### src/rtl/sevenseg_scan_driver_if.sv
// Bundle of display-driver signals between the clock counters and the scan driver.
// Includes read-only debug taps of the scan state (prescaler and digit index).
interface sevenseg_scan_driver_if #(
  parameter int NUM_DIGITS  = 6,
  parameter int REFRESH_DIV = 50000
);
  localparam int CNT_W = $clog2(REFRESH_DIV);
  localparam int IDX_W = (NUM_DIGITS > 1) ? $clog2(NUM_DIGITS) : 1;

  // No valid/ready pair: en is a level qualifier. While en=1 the scan advances
  // every clock; the inputs are sampled only on the frame-start cycle.
  logic                    en;
  logic [4*NUM_DIGITS-1:0] digits_in;
  logic [NUM_DIGITS-1:0]   dp_in;
  logic [NUM_DIGITS-1:0]   blank_in;
  logic [6:0]              seg_out;
  logic                    dp_out;
  logic [NUM_DIGITS-1:0]   an_out;
  logic                    frame_tick;
  logic [CNT_W-1:0]        dbg_cnt;
  logic [IDX_W-1:0]        dbg_idx;

  modport master (
    output en, digits_in, dp_in, blank_in,
    input  seg_out, dp_out, an_out, frame_tick, dbg_cnt, dbg_idx
  );

  modport slave (
    input  en, digits_in, dp_in, blank_in,
    output seg_out, dp_out, an_out, frame_tick, dbg_cnt, dbg_idx
  );
endinterface

### src/rtl/sevenseg_scan_driver.sv
// Time-multiplexed seven-segment scan driver: one dead cycle per digit slot,
// one coherent snapshot of all digit inputs per frame, all outputs registered.
module sevenseg_scan_driver #(
  parameter int NUM_DIGITS     = 6,
  parameter int REFRESH_DIV    = 50000,
  parameter bit SEG_ACTIVE_LOW = 1'b1,
  parameter bit AN_ACTIVE_LOW  = 1'b1,
  parameter bit HEX_EN         = 1'b0
) (
  input logic                  clk,
  input logic                  rst_n,
  sevenseg_scan_driver_if.slave bus
);
  localparam int CNT_W = $clog2(REFRESH_DIV);
  localparam int IDX_W = (NUM_DIGITS > 1) ? $clog2(NUM_DIGITS) : 1;
  localparam logic [CNT_W-1:0] CNT_MAX = CNT_W'(REFRESH_DIV - 1);
  localparam logic [IDX_W-1:0] IDX_MAX = IDX_W'(NUM_DIGITS - 1);
  localparam logic [6:0] SEG_OFF = SEG_ACTIVE_LOW ? 7'h7F : 7'h00;
  localparam logic       DP_OFF  = SEG_ACTIVE_LOW ? 1'b1 : 1'b0;
  localparam logic [NUM_DIGITS-1:0] AN_OFF = AN_ACTIVE_LOW ? {NUM_DIGITS{1'b1}} : {NUM_DIGITS{1'b0}};

  logic [CNT_W-1:0]        cnt_q, cnt_d;
  logic [IDX_W-1:0]        idx_q, idx_d;
  logic [4*NUM_DIGITS-1:0] snap_dig_q, snap_dig_d;
  logic [NUM_DIGITS-1:0]   snap_dp_q, snap_dp_d;
  logic [NUM_DIGITS-1:0]   snap_blank_q, snap_blank_d;
  logic                    en_prev_q, en_prev_d;
  logic [6:0]              seg_q, seg_d;
  logic                    dp_q, dp_d;
  logic [NUM_DIGITS-1:0]   an_q, an_d;
  logic                    tick_q, tick_d;

  logic                  load;
  logic [3:0]            code;
  logic                  dp_sel;
  logic                  blank_sel;
  logic [6:0]            seg_raw;
  logic                  dp_raw;
  logic [NUM_DIGITS-1:0] onehot;

  function automatic logic [6:0] decode(input logic [3:0] c);
    logic [6:0] s;
    case (c)
      4'h0: s = 7'h3F;
      4'h1: s = 7'h06;
      4'h2: s = 7'h5B;
      4'h3: s = 7'h4F;
      4'h4: s = 7'h66;
      4'h5: s = 7'h6D;
      4'h6: s = 7'h7D;
      4'h7: s = 7'h07;
      4'h8: s = 7'h7F;
      4'h9: s = 7'h6F;
      4'hA: s = HEX_EN ? 7'h77 : 7'h00;
      4'hB: s = HEX_EN ? 7'h7C : 7'h00;
      4'hC: s = HEX_EN ? 7'h39 : 7'h00;
      4'hD: s = HEX_EN ? 7'h5E : 7'h00;
      4'hE: s = HEX_EN ? 7'h79 : 7'h00;
      default: s = HEX_EN ? 7'h71 : 7'h00;
    endcase
    return s;
  endfunction

  always_comb begin
    cnt_d        = cnt_q;
    idx_d        = idx_q;
    snap_dig_d   = snap_dig_q;
    snap_dp_d    = snap_dp_q;
    snap_blank_d = snap_blank_q;
    en_prev_d    = bus.en;
    seg_d        = seg_q;
    dp_d         = dp_q;
    an_d         = AN_OFF;
    tick_d       = 1'b0;

    load = bus.en && (cnt_q == '0) && (idx_q == '0);
    if (load) begin
      snap_dig_d   = bus.digits_in;
      snap_dp_d    = bus.dp_in;
      snap_blank_d = bus.blank_in;
    end

    // Decode from the next snapshot so digit 0 shows fresh data on the load cycle.
    code      = 4'h0;
    dp_sel    = 1'b0;
    blank_sel = 1'b0;
    for (int k = 0; k < NUM_DIGITS; k++) begin
      onehot[k] = (int'(idx_q) == k);
      if (int'(idx_q) == k) begin
        code      = snap_dig_d[4*k +: 4];
        dp_sel    = snap_dp_d[k];
        blank_sel = snap_blank_d[k];
      end
    end
    seg_raw = blank_sel ? 7'h00 : decode(code);
    dp_raw  = dp_sel & ~blank_sel;

    if (bus.en) begin
      tick_d = load;
      if (cnt_q == CNT_MAX) begin
        cnt_d = '0;
        idx_d = (idx_q == IDX_MAX) ? '0 : idx_q + 1'b1;
      end else begin
        cnt_d = cnt_q + 1'b1;
      end

      // Slot start: anodes dark while the segment bus settles on the new digit.
      if (cnt_q == '0) begin
        seg_d = SEG_ACTIVE_LOW ? ~seg_raw : seg_raw;
        dp_d  = SEG_ACTIVE_LOW ? ~dp_raw : dp_raw;
      end else if (en_prev_q) begin
        an_d = AN_ACTIVE_LOW ? ~onehot : onehot;
      end
    end
  end

  always_ff @(posedge clk or negedge rst_n) begin
    if (!rst_n) begin
      cnt_q        <= '0;
      idx_q        <= '0;
      snap_dig_q   <= '0;
      snap_dp_q    <= '0;
      snap_blank_q <= '0;
      en_prev_q    <= 1'b0;
      seg_q        <= SEG_OFF;
      dp_q         <= DP_OFF;
      an_q         <= AN_OFF;
      tick_q       <= 1'b0;
    end else begin
      cnt_q        <= cnt_d;
      idx_q        <= idx_d;
      snap_dig_q   <= snap_dig_d;
      snap_dp_q    <= snap_dp_d;
      snap_blank_q <= snap_blank_d;
      en_prev_q    <= en_prev_d;
      seg_q        <= seg_d;
      dp_q         <= dp_d;
      an_q         <= an_d;
      tick_q       <= tick_d;
    end
  end

  assign bus.seg_out    = seg_q;
  assign bus.dp_out     = dp_q;
  assign bus.an_out     = an_q;
  assign bus.frame_tick = tick_q;
  assign bus.dbg_cnt    = cnt_q;
  assign bus.dbg_idx    = idx_q;
endmodule

### src/flat_wrapper.sv
// flat-port wrapper written by rule: the top's interface ports become plain ports
module sevenseg_scan_driver_flat 
#(
  parameter int NUM_DIGITS     = 6,
  parameter int REFRESH_DIV    = 50000,
  parameter bit SEG_ACTIVE_LOW = 1'b1,
  parameter bit AN_ACTIVE_LOW  = 1'b1,
  parameter bit HEX_EN         = 1'b0
)
  (clk, rst_n, bus_en, bus_digits_in, bus_dp_in, bus_blank_in, bus_seg_out, bus_dp_out, bus_an_out, bus_frame_tick, bus_dbg_cnt, bus_dbg_idx);
  sevenseg_scan_driver_if #(.NUM_DIGITS(NUM_DIGITS), .REFRESH_DIV(REFRESH_DIV)) bus_i ();
  input logic clk;
  input logic rst_n;
  input wire logic [$bits(bus_i.en)-1:0] bus_en;
  input wire logic [$bits(bus_i.digits_in)-1:0] bus_digits_in;
  input wire logic [$bits(bus_i.dp_in)-1:0] bus_dp_in;
  input wire logic [$bits(bus_i.blank_in)-1:0] bus_blank_in;
  output wire logic [$bits(bus_i.seg_out)-1:0] bus_seg_out;
  output wire logic [$bits(bus_i.dp_out)-1:0] bus_dp_out;
  output wire logic [$bits(bus_i.an_out)-1:0] bus_an_out;
  output wire logic [$bits(bus_i.frame_tick)-1:0] bus_frame_tick;
  output wire logic [$bits(bus_i.dbg_cnt)-1:0] bus_dbg_cnt;
  output wire logic [$bits(bus_i.dbg_idx)-1:0] bus_dbg_idx;
  assign bus_i.en = bus_en;
  assign bus_i.digits_in = bus_digits_in;
  assign bus_i.dp_in = bus_dp_in;
  assign bus_i.blank_in = bus_blank_in;
  assign bus_seg_out = bus_i.seg_out;
  assign bus_dp_out = bus_i.dp_out;
  assign bus_an_out = bus_i.an_out;
  assign bus_frame_tick = bus_i.frame_tick;
  assign bus_dbg_cnt = bus_i.dbg_cnt;
  assign bus_dbg_idx = bus_i.dbg_idx;
  sevenseg_scan_driver #(.NUM_DIGITS(NUM_DIGITS), .REFRESH_DIV(REFRESH_DIV), .SEG_ACTIVE_LOW(SEG_ACTIVE_LOW), .AN_ACTIVE_LOW(AN_ACTIVE_LOW), .HEX_EN(HEX_EN)) u_core (.clk(clk), .rst_n(rst_n), .bus(bus_i));
endmodule
### config.mk
export PLATFORM = sky130hd
export DESIGN_NAME = sevenseg_scan_driver_flat
export DESIGN_NICKNAME = d
export VERILOG_FILES = /design/src/rtl/sevenseg_scan_driver_if.sv /design/src/rtl/sevenseg_scan_driver.sv /design/src/flat_wrapper.sv
export SDC_FILE = /design/constraint.sdc
export NUM_CORES = 1
export LEC_CHECK = 0
export CAP_MARGIN = 15
export CELL_PAD_IN_SITES_DETAIL_PLACEMENT = 1
export CELL_PAD_IN_SITES_GLOBAL_PLACEMENT = 1
export CORE_ASPECT_RATIO = 1.5
export CORE_MARGIN = 8
export CORE_UTILIZATION = 40
export DETAILED_ROUTE_END_ITERATION = 10
export PLACE_DENSITY = 0.9
export RECOVER_POWER = 25
export SLEW_MARGIN = 20
export SYNTH_ARGS = -nofsm -noshare
export SYNTH_HDL_FRONTEND = slang
export SYNTH_SLANG_ARGS = --single-unit
### constraint.sdc
create_clock -name clk -period 4 [get_ports clk]
set_input_delay 0.8 -clock clk [delete_from_list [all_inputs] [get_ports clk]]
set_output_delay 0.8 -clock clk [all_outputs]
set_load 0.005 [all_outputs]
==> results of run 1 <==
-- power groups by stage --
stage / Clock (mW) / Combinational, mW / Sequential, mW
global route: 0.944 / 0.429 / 0.903
detailed placement: 0 / 0.398 / 0.902
floorplan: 0 / 0.160 / 0.887
global placement: 0 / 0.380 / 0.898
finish: 0.906 / 0.393 / 0.889
CTS: 0.923 / 0.404 / 0.892
-- final cells by class --
type / count / area share, %
sequential: 71 / 37.7
inverter: 9 / 0.710
multi-input combinational: 216 / 34.9
tap: 110 / 2.89
timing repair buffer: 84 / 16.7
clock inverter: 6 / 2.29
clock buffer: 10 / 4.81
-- worst max path at each step --
stage,endpoint,slack (ns),cells after the start
after global placement,u_core.bus.seg_out[2],0.24,10
after floorplan,u_core.bus.seg_out[0],0.46,11
after detailed placement,u_core.bus.seg_out[5],0.11,11
final,u_core.bus.seg_out[3],0.39,9
after global routing,u_core.bus.seg_out[3],0.08,10
after CTS,u_core.bus.seg_out[3],0.37,9
-- flip-flops by register name, indices dropped and copies added, names as in the netlist --
register / count
u_core.snap_dig_q: 24
u_core.bus.dbg_cnt: 16
u_core.bus.seg_out: 7
u_core.bus.an_out: 6
u_core.snap_blank_q: 6
u_core.snap_dp_q: 6
u_core.bus.dbg_idx: 3
u_core.bus.dp_out: 1
u_core.bus.frame_tick: 1
u_core.en_prev_q: 1
-- stage by stage --
stage / utilization, % / instances
after floorplan: - / 307
after global placement: 50.8 / 490
after detailed placement: 50.8 / 490
after CTS: 54.7 / 506
after global routing: 54.5 / 506
final: 54.5 / 506
-- cells by family (layout without fill, tap and decap cells) --
group                    count (synthesis)  count (layout)
flip-flops                              71              71
XOR/XNOR                                17              17
AO/OA/AOI/OAI                           47              47
AND/OR/NAND/NOR                         99              99
buffers and inverters                   20             109
adder cells (fa/ha/maj)                  8               8
multiplexers                            45              45
-- cell usage after synthesis, types with 2 or more instances --
cell type        instances
buf_2                    2
dfstp_2                 14
a21boi_0                 2
dfrtp_1                 57
nand3_1                 16
o21ai_0                  6
a31oi_1                  3
nand2_1                 25
o211ai_1                 2
a211o_1                  2
o32ai_2                  2
mux2i_1                  8
clkdlybuf4s50_2          2
a41o_2                   2
nor2_1                  26
nor3_1                   2
a22oi_1                  3
and3_1                   5
o221a_2                  4
mux2_2                  35
or4_4                    3
ha_1                     8
inv_1                    8
xor2_1                   7
xnor2_1                 10
o31ai_1                  2
a32o_1                   2
or4b_1                   2
a21oi_1                  8
buf_4                    2
and3_2                   3
and2_1                   7
clkbuf_1                 4
-- cell usage in the layout (no fill, tap or decap), types with 3 or more instances in the layout --
cell	synthesis	routed
inv_1	8	8
clkbuf_16	0	9
ha_1	8	8
xor2_1	7	7
dfrtp_1	57	57
a21oi_1	8	8
clkbuf_1	4	5
o221a_2	4	4
mux2i_1	8	8
or4_4	3	3
o21ai_0	6	6
nor2_1	26	26
dfstp_2	14	14
bufinv_16	0	3
buf_4	2	9
and3_2	3	3
mux2_2	35	35
xnor2_1	10	10
clkdlybuf4s50_1	0	71
a22oi_1	3	3
and3_1	5	5
nand3_1	16	16
a31oi_1	3	3
and2_1	7	7
nand2_1	25	25
-- per-layer routing --
layer	share of wire (%)	GRT usage [%]
met1	38	19.7
met2	54	31.2
met3	4.0	3.99
met4	3.3	9.99
met5	0	0
==> flow_summary_export.csv, run 1 <==
group,metric,value,unit
run_status,outcome,"finished, violations left",
run_status,violations,"max-capacitance violations, max-slew violations",
min_path,min_delay_worst_endpoint,"u_core.snap_dp_q[1]",
setup_path,cpMostUsedCell,"mux2i_1",
synthesis,ys.flop_type,"dfrtp_1",
timing,hold_slack,0.505,ns
placed_design,dpl-instance-area,4430,sq um
placed_design,dp_hpwl,7.60,mm
synthesis,synthArstFlopShare,100,%
drt,remaining_drc_errors,0,
synthesis,synthCells,307,
cts,ctsHtreeMaxLevel,3,
setup_path,rr_startpoint,"u_core.bus.dbg_cnt[0]",
pwr,total_power,2.19,mW
cts,cts.sinks,71,
setup_path,crit_start,"bus_en",
die,core_area,8720,sq um
synthesis,synthXorXnorAreaFrac,4.18,%
setup_path,path_delay_family,"simple AND/OR/NAND/NOR gates",
cts,clock_latency,0.34,ns
die,fp.dieH,132,microns
min_path,worstHoldStart,"u_core.snap_dp_q[1]",
cts,holdBufCountCts,0,
flow_run,maxCapViolCount,1,
timing,setup_ws,0.389,ns
drt,wl_per_cell,20.8,microns
cts,clockRootBuffer,"clkbuf_16",
setup_path,r2r_setup_slack,0.41,ns
synthesis,seq_area_frac_synth,50.3,%
cells_and_area,nets,438,
cells_and_area,multi_input_area,1660,sq um
synthesis,synthesis.area,3570,sq um
cts,postCtsSetupRepairBufs,0,
pwr,ir_drop,0.350,mV
timing,fin_setup_tns,0,ns
synthesis,synth_area_leader_cell,"dfrtp_1",
synthesis,synth-edff-count,0,
cells_and_area,num_antenna_cells,0,
synthesis,synth_fa_ha_area_share,2.81,%
cts,cts_tree,"yes",
timing,finClkSkew,0.00637,ns
min_path,whs_path_depth,1,
timing,clock.fmax,277,MHz
global_route,grt_pass1_vias,3138,
synthesis,synth-simple-area-share,14.6,%
synthesis,synth.top_cell.area_share,40.0,%
setup_path,cp.arrival,3.88,ns
global_route,grt_max_degree,35,
die,die_width,93.1,microns
pwr,p_leak,2.11,nW
setup_path,cp_slowest_cell,"o32ai_2",
pwr,pwr-share-seq,40.6,%
drt,vias_per_cell,5.46,
pwr,power.density,460,nW/um^2
cells_and_area,final.fill_count,956,
timing,finalSetupViolCount,0,
placed_design,pre_cts_slack,0.109,ns
setup_path,cp_num_buf_inv,1,
synthesis,synth_top_family_by_area,"simple AND/OR/NAND/NOR gates",
synthesis,yosysWarnings,0,
synthesis,syn_avg_cell_area,11.6,sq um
drt,first_iter_violations,117,
timing,grt_setup_unrepaired,"no",
synthesis,yosys-top-cells-area,"dfrtp_1, mux2_2, dfstp_2",
timing,period_needed,3.61,ns
drt,detail-route-antenna-nets,0,
timing,worstMarginPinSlew,1.88,ns
drt,drt_pass1_iterations,4,
timing,slew_violations,35,
pwr,comb_power_share,18.0,%
setup_path,startpoint_type,"primary input",
setup_path,crit_path_end_kind,"flip-flop",
die,dieArea,12300,sq um
min_path,hold_class,"flip-flop to flip-flop",
setup_path,rr_endpoint,"u_core.bus.seg_out[3]",
setup_path,r2r.worst_path.cells,9,
global_route,grt-ovfl-total,0,
die,io_pins,73,
die,fp-row-count,42,
synthesis,synth.area.mux_share,14.0,%
die,start_util,40.9,%
synthesis,synth-seq-cells,71,
cells_and_area,drive_gt1_share,24.7,%
synthesis,ys_types,56,
drt,vias,2761,
pwr,switching_share,24.3,%
global_route,grt_use_total,18.1,%
global_route,grt_first_pass_wirelength,17.1,mm
cells_and_area,final_cell_area,4760,sq um
setup_path,max_stage_delay,0.54,ns
timing,slew_headroom,-25.4,%
cells_and_area,seqCellArea,1790,sq um
setup_path,path_max_fanout,7,
placed_design,io_buffers,72,
cts,cts_buffers,9,
pwr,p_sw,532,uW
cts,clock_path_buffers,2,
setup_path,timing.critical_path.cells,"clkdlybuf4s50_1, or4b_1, nor4_4, mux2i_1, nor2_1, o32ai_2, ha_1, mux2i_1, o221a_2",
pwr,internal_power,1.66,mW
timing,period_share,90.3,%
drt,routed_wl,10.5,mm
placed_design,gp_congestion,0.846,
cells_and_area,syn2layout_area_growth,33.4,%
synthesis,syn_nets,354,
synthesis,synth_compound_area_share,11.0,%
cts,path_clk_slew,0.06,ns
global_route,antenna_found_initial,0,
timing,hold_viol,0,
cts,ctsResizeCount,0,
setup_path,crit_type,"primary input to flip-flop",
setup_path,crit_required,4.27,ns
pwr,p_clk_share,41.4,%
Note: power is estimated with default switching activity, not from simulation.
==> run 2, diff against run 1 <==
Settings changed: SLEW_MARGIN 20 to 10.
==> results of run 2 <==
Same layout as run 1: the final DEF is identical, and so are final timing and power.
==> run 3, diff against run 2 <==
Settings changed: CAP_MARGIN 15 to unset, CORE_UTILIZATION 40 to 44, PLACE_DENSITY 0.9 to 0.95.
Clock period 4 ns to 4.46 ns, I/O delays scaled along.
==> run 3 against run 2 <==
The run still ends with max-capacitance violations, max-slew violations left. Combinational power fell by 9.4%. Sequential power down 10%. Critical path type unchanged. Highest routed layer unchanged. Routed wire length is 4.6% higher. Cell count shrank 1.6%.
==> flow_summary_export.csv, run 3 (synthesis results as in run 1) <==
group,metric,value,unit
run_status,violations,"max-capacitance violations, max-slew violations",
cells_and_area,syn2layout_area_growth,31.4,%
pwr,power.density,398,nW/um^2
cells_and_area,layout_common_cells,"clkdlybuf4s50_1, dfrtp_1, mux2_2, nor2_1, nand2_1",
drt,drt_pass1_iterations,4,
cells_and_area,drive_gt1_share,24.7,%
pwr,p_sw,494,uW
cts,holdBufCountCts,0,
cells_and_area,final_common_cell,"clkdlybuf4s50_1",
pwr,pwr-share-seq,42.8,%
pwr,internal_power,1.37,mW
setup_path,cp.arrival,4.04,ns
setup_path,path_max_fanout,7,
placed_design,gp_congestion,0.863,
cts,path_clk_slew,0.06,ns
pwr,total_power,1.86,mW
die,fp.dieH,126,microns
placed_design,pre_cts_slack,0.512,ns
timing,hold_viol,0,
cts,clock_latency,0.34,ns
min_path,hold_class,"flip-flop to flip-flop",
cts,ctsHtreeMaxLevel,3,
pwr,comb_power_share,19.1,%
cells_and_area,nets,435,
die,die_width,89.5,microns
pwr,ir_drop,0.251,mV
setup_path,crit_required,4.72,ns
setup_path,startpoint_type,"primary input",
global_route,grt-ovfl-total,0,
flow_run,maxCapViolCount,1,
drt,vias_per_cell,5.69,
die,start_util,44.8,%
cts,cts_tree,"yes",
timing,finalSetupViolCount,0,
setup_path,crit_start,"bus_en",
cts,cts_buffers,9,
setup_path,max_stage_delay,0.57,ns
die,dieArea,11300,sq um
die,core_area,7960,sq um
timing,slew_violations,41,
run_status,outcome,"finished, violations left",
cts,clockRootBuffer,"clkbuf_16",
timing,period_needed,3.78,ns
cts,cts.sinks,71,
timing,period_share,84.7,%
cts,postCtsSetupRepairBufs,0,
drt,routed_wl,11.0,mm
cells_and_area,regMostFlops,"u_core.snap_dig_q",
global_route,grt_first_pass_wirelength,17.8,mm
timing,setup_ws,0.681,ns
cells_and_area,num_antenna_cells,0,
die,fp-row-count,40,
global_route,grt_max_degree,41,
setup_path,crit_type,"primary input to flip-flop",
cts,clock_path_buffers,2,
drt,first_iter_violations,121,
global_route,grt_pass1_vias,3307,
pwr,switching_share,26.5,%
setup_path,cp_slowest_cell,"dlygate4sd3_1",
cts,ctsResizeCount,0,
pwr,p_clk_share,38.1,%
pwr,p_leak,2.08,nW
timing,grt_setup_unrepaired,"no",
placed_design,dp_hpwl,7.77,mm
drt,vias,2832,
setup_path,timing.critical_path.cells,"dlygate4sd3_1, or4b_1, nor4_4, mux2i_1, a21oi_1, a311oi_1, buf_4, inv_1, ha_1, mux2_4, o221a_1",
drt,remaining_drc_errors,0,
timing,worstMarginPinSlew,2.07,ns
drt,detail-route-antenna-nets,0,
die,io_pins,73,
timing,clock.fmax,265,MHz
setup_path,rr_startpoint,"u_core.bus.dbg_cnt[0]",
timing,slew_headroom,-37.9,%
global_route,antenna_found_initial,0,
cells_and_area,largest_reg_flops,24,
global_route,grt_use_total,20.7,%
timing,fin_setup_tns,0,ns
placed_design,io_buffers,72,
drt,wl_per_cell,22.1,microns
min_path,worstHoldStart,"u_core.snap_dp_q[3]",
timing,finClkSkew,0.00738,ns
setup_path,crit_path_end_kind,"flip-flop",
-- run 3: cell types whose count changed in the layout (fill, tap and decap cells not counted), sizes merged --
cell	previous run	this run
dlygate4sd3	0	1
buf	9	7
clkdlybuf4s50	71	70
clkbuf	14	13
clkinvlp	0	1
clkinv	4	5
bufinv	3	1
-- run 3: per-layer routing --
| metal | vias to the layer above | wire (microns) | track usage [%] |
|---|---|---|---|
| met5 | - | 0 | 0 |
| met4 | 0 | 305 | 9.84 |
| met3 | 23 | 456 | 3.19 |
| met2 | 89 | 6150 | 37.2 |
| met1 | 1452 | 4090 | 22.5 |
| li1 | 1268 | - | - |
-- run 3: cell type report --
| type | instances | area (sq um) |
|---|---|---|
| tap | 105 | 131 |
| timing repair buffer | 81 | 776 |
| sequential | 71 | 1790 |
| multi-input combinational | 216 | 1660 |
| clock buffer | 10 | 229 |
| inverter | 9 | 33.8 |
| clock inverter | 6 | 61.3 |
| fill | 803 | 3270 |
-- run 3: per-stage QoR --
step / cells / hold slack, ns / utilization, % / instance area [sq um]
after detailed placement: 482 / 0.487 / 55.3 / 4400
after CTS: 498 / 0.501 / 59.0 / 4690
final: 498 / 0.502 / 58.9 / 4690
after global placement: 482 / 0.474 / 55.3 / 4400
after global routing: 498 / 0.514 / 58.9 / 4690
after floorplan: 307 / 0.465 / - / 3570
-- run 3: path summary, 6_finish.rpt --
| path | slack, ns | endpoint | cells after the start |
|---|---|---|---|
| setup reg to reg | 0.89 | u_core.bus.seg_out[0] | 12 |
| setup / recovery | 0.68 | u_core.bus.seg_out[0] | 11 |
| hold / removal | 0.50 | u_core.snap_dp_q[3] | 1 |
| max in group asynchronous | 1.61 | u_core.snap_dp_q[1] | 2 |
| hold reg to reg | 0.50 | u_core.snap_dp_q[3] | 1 |
| min in group asynchronous | 1.15 | u_core.bus.dbg_cnt[10] | 1 |
-- run 3: worst max-delay path, delay by kind of cell --
family / cells / cell delay (ns)
adder cells (fa/ha/maj): 1 / 0.20
multiplexers: 2 / 0.54
AND/OR/NAND/NOR: 2 / 0.97
buffers and inverters: 3 / 0.83
AO/OA/AOI/OAI: 3 / 0.59
-- run 3: power by group through the flow --
| stage | registers, mW | clock network, mW | logic, mW |
|---|---|---|---|
| 3_3_place_gp | 0.802 | 0 | 0.337 |
| 5_1_grt | 0.810 | 0.744 | 0.385 |
| 3_5_place_dp | 0.807 | 0 | 0.356 |
| 6_report | 0.798 | 0.710 | 0.356 |
| 2_1_floorplan | 0.795 | 0 | 0.143 |
| 4_1_cts | 0.800 | 0.719 | 0.364 |
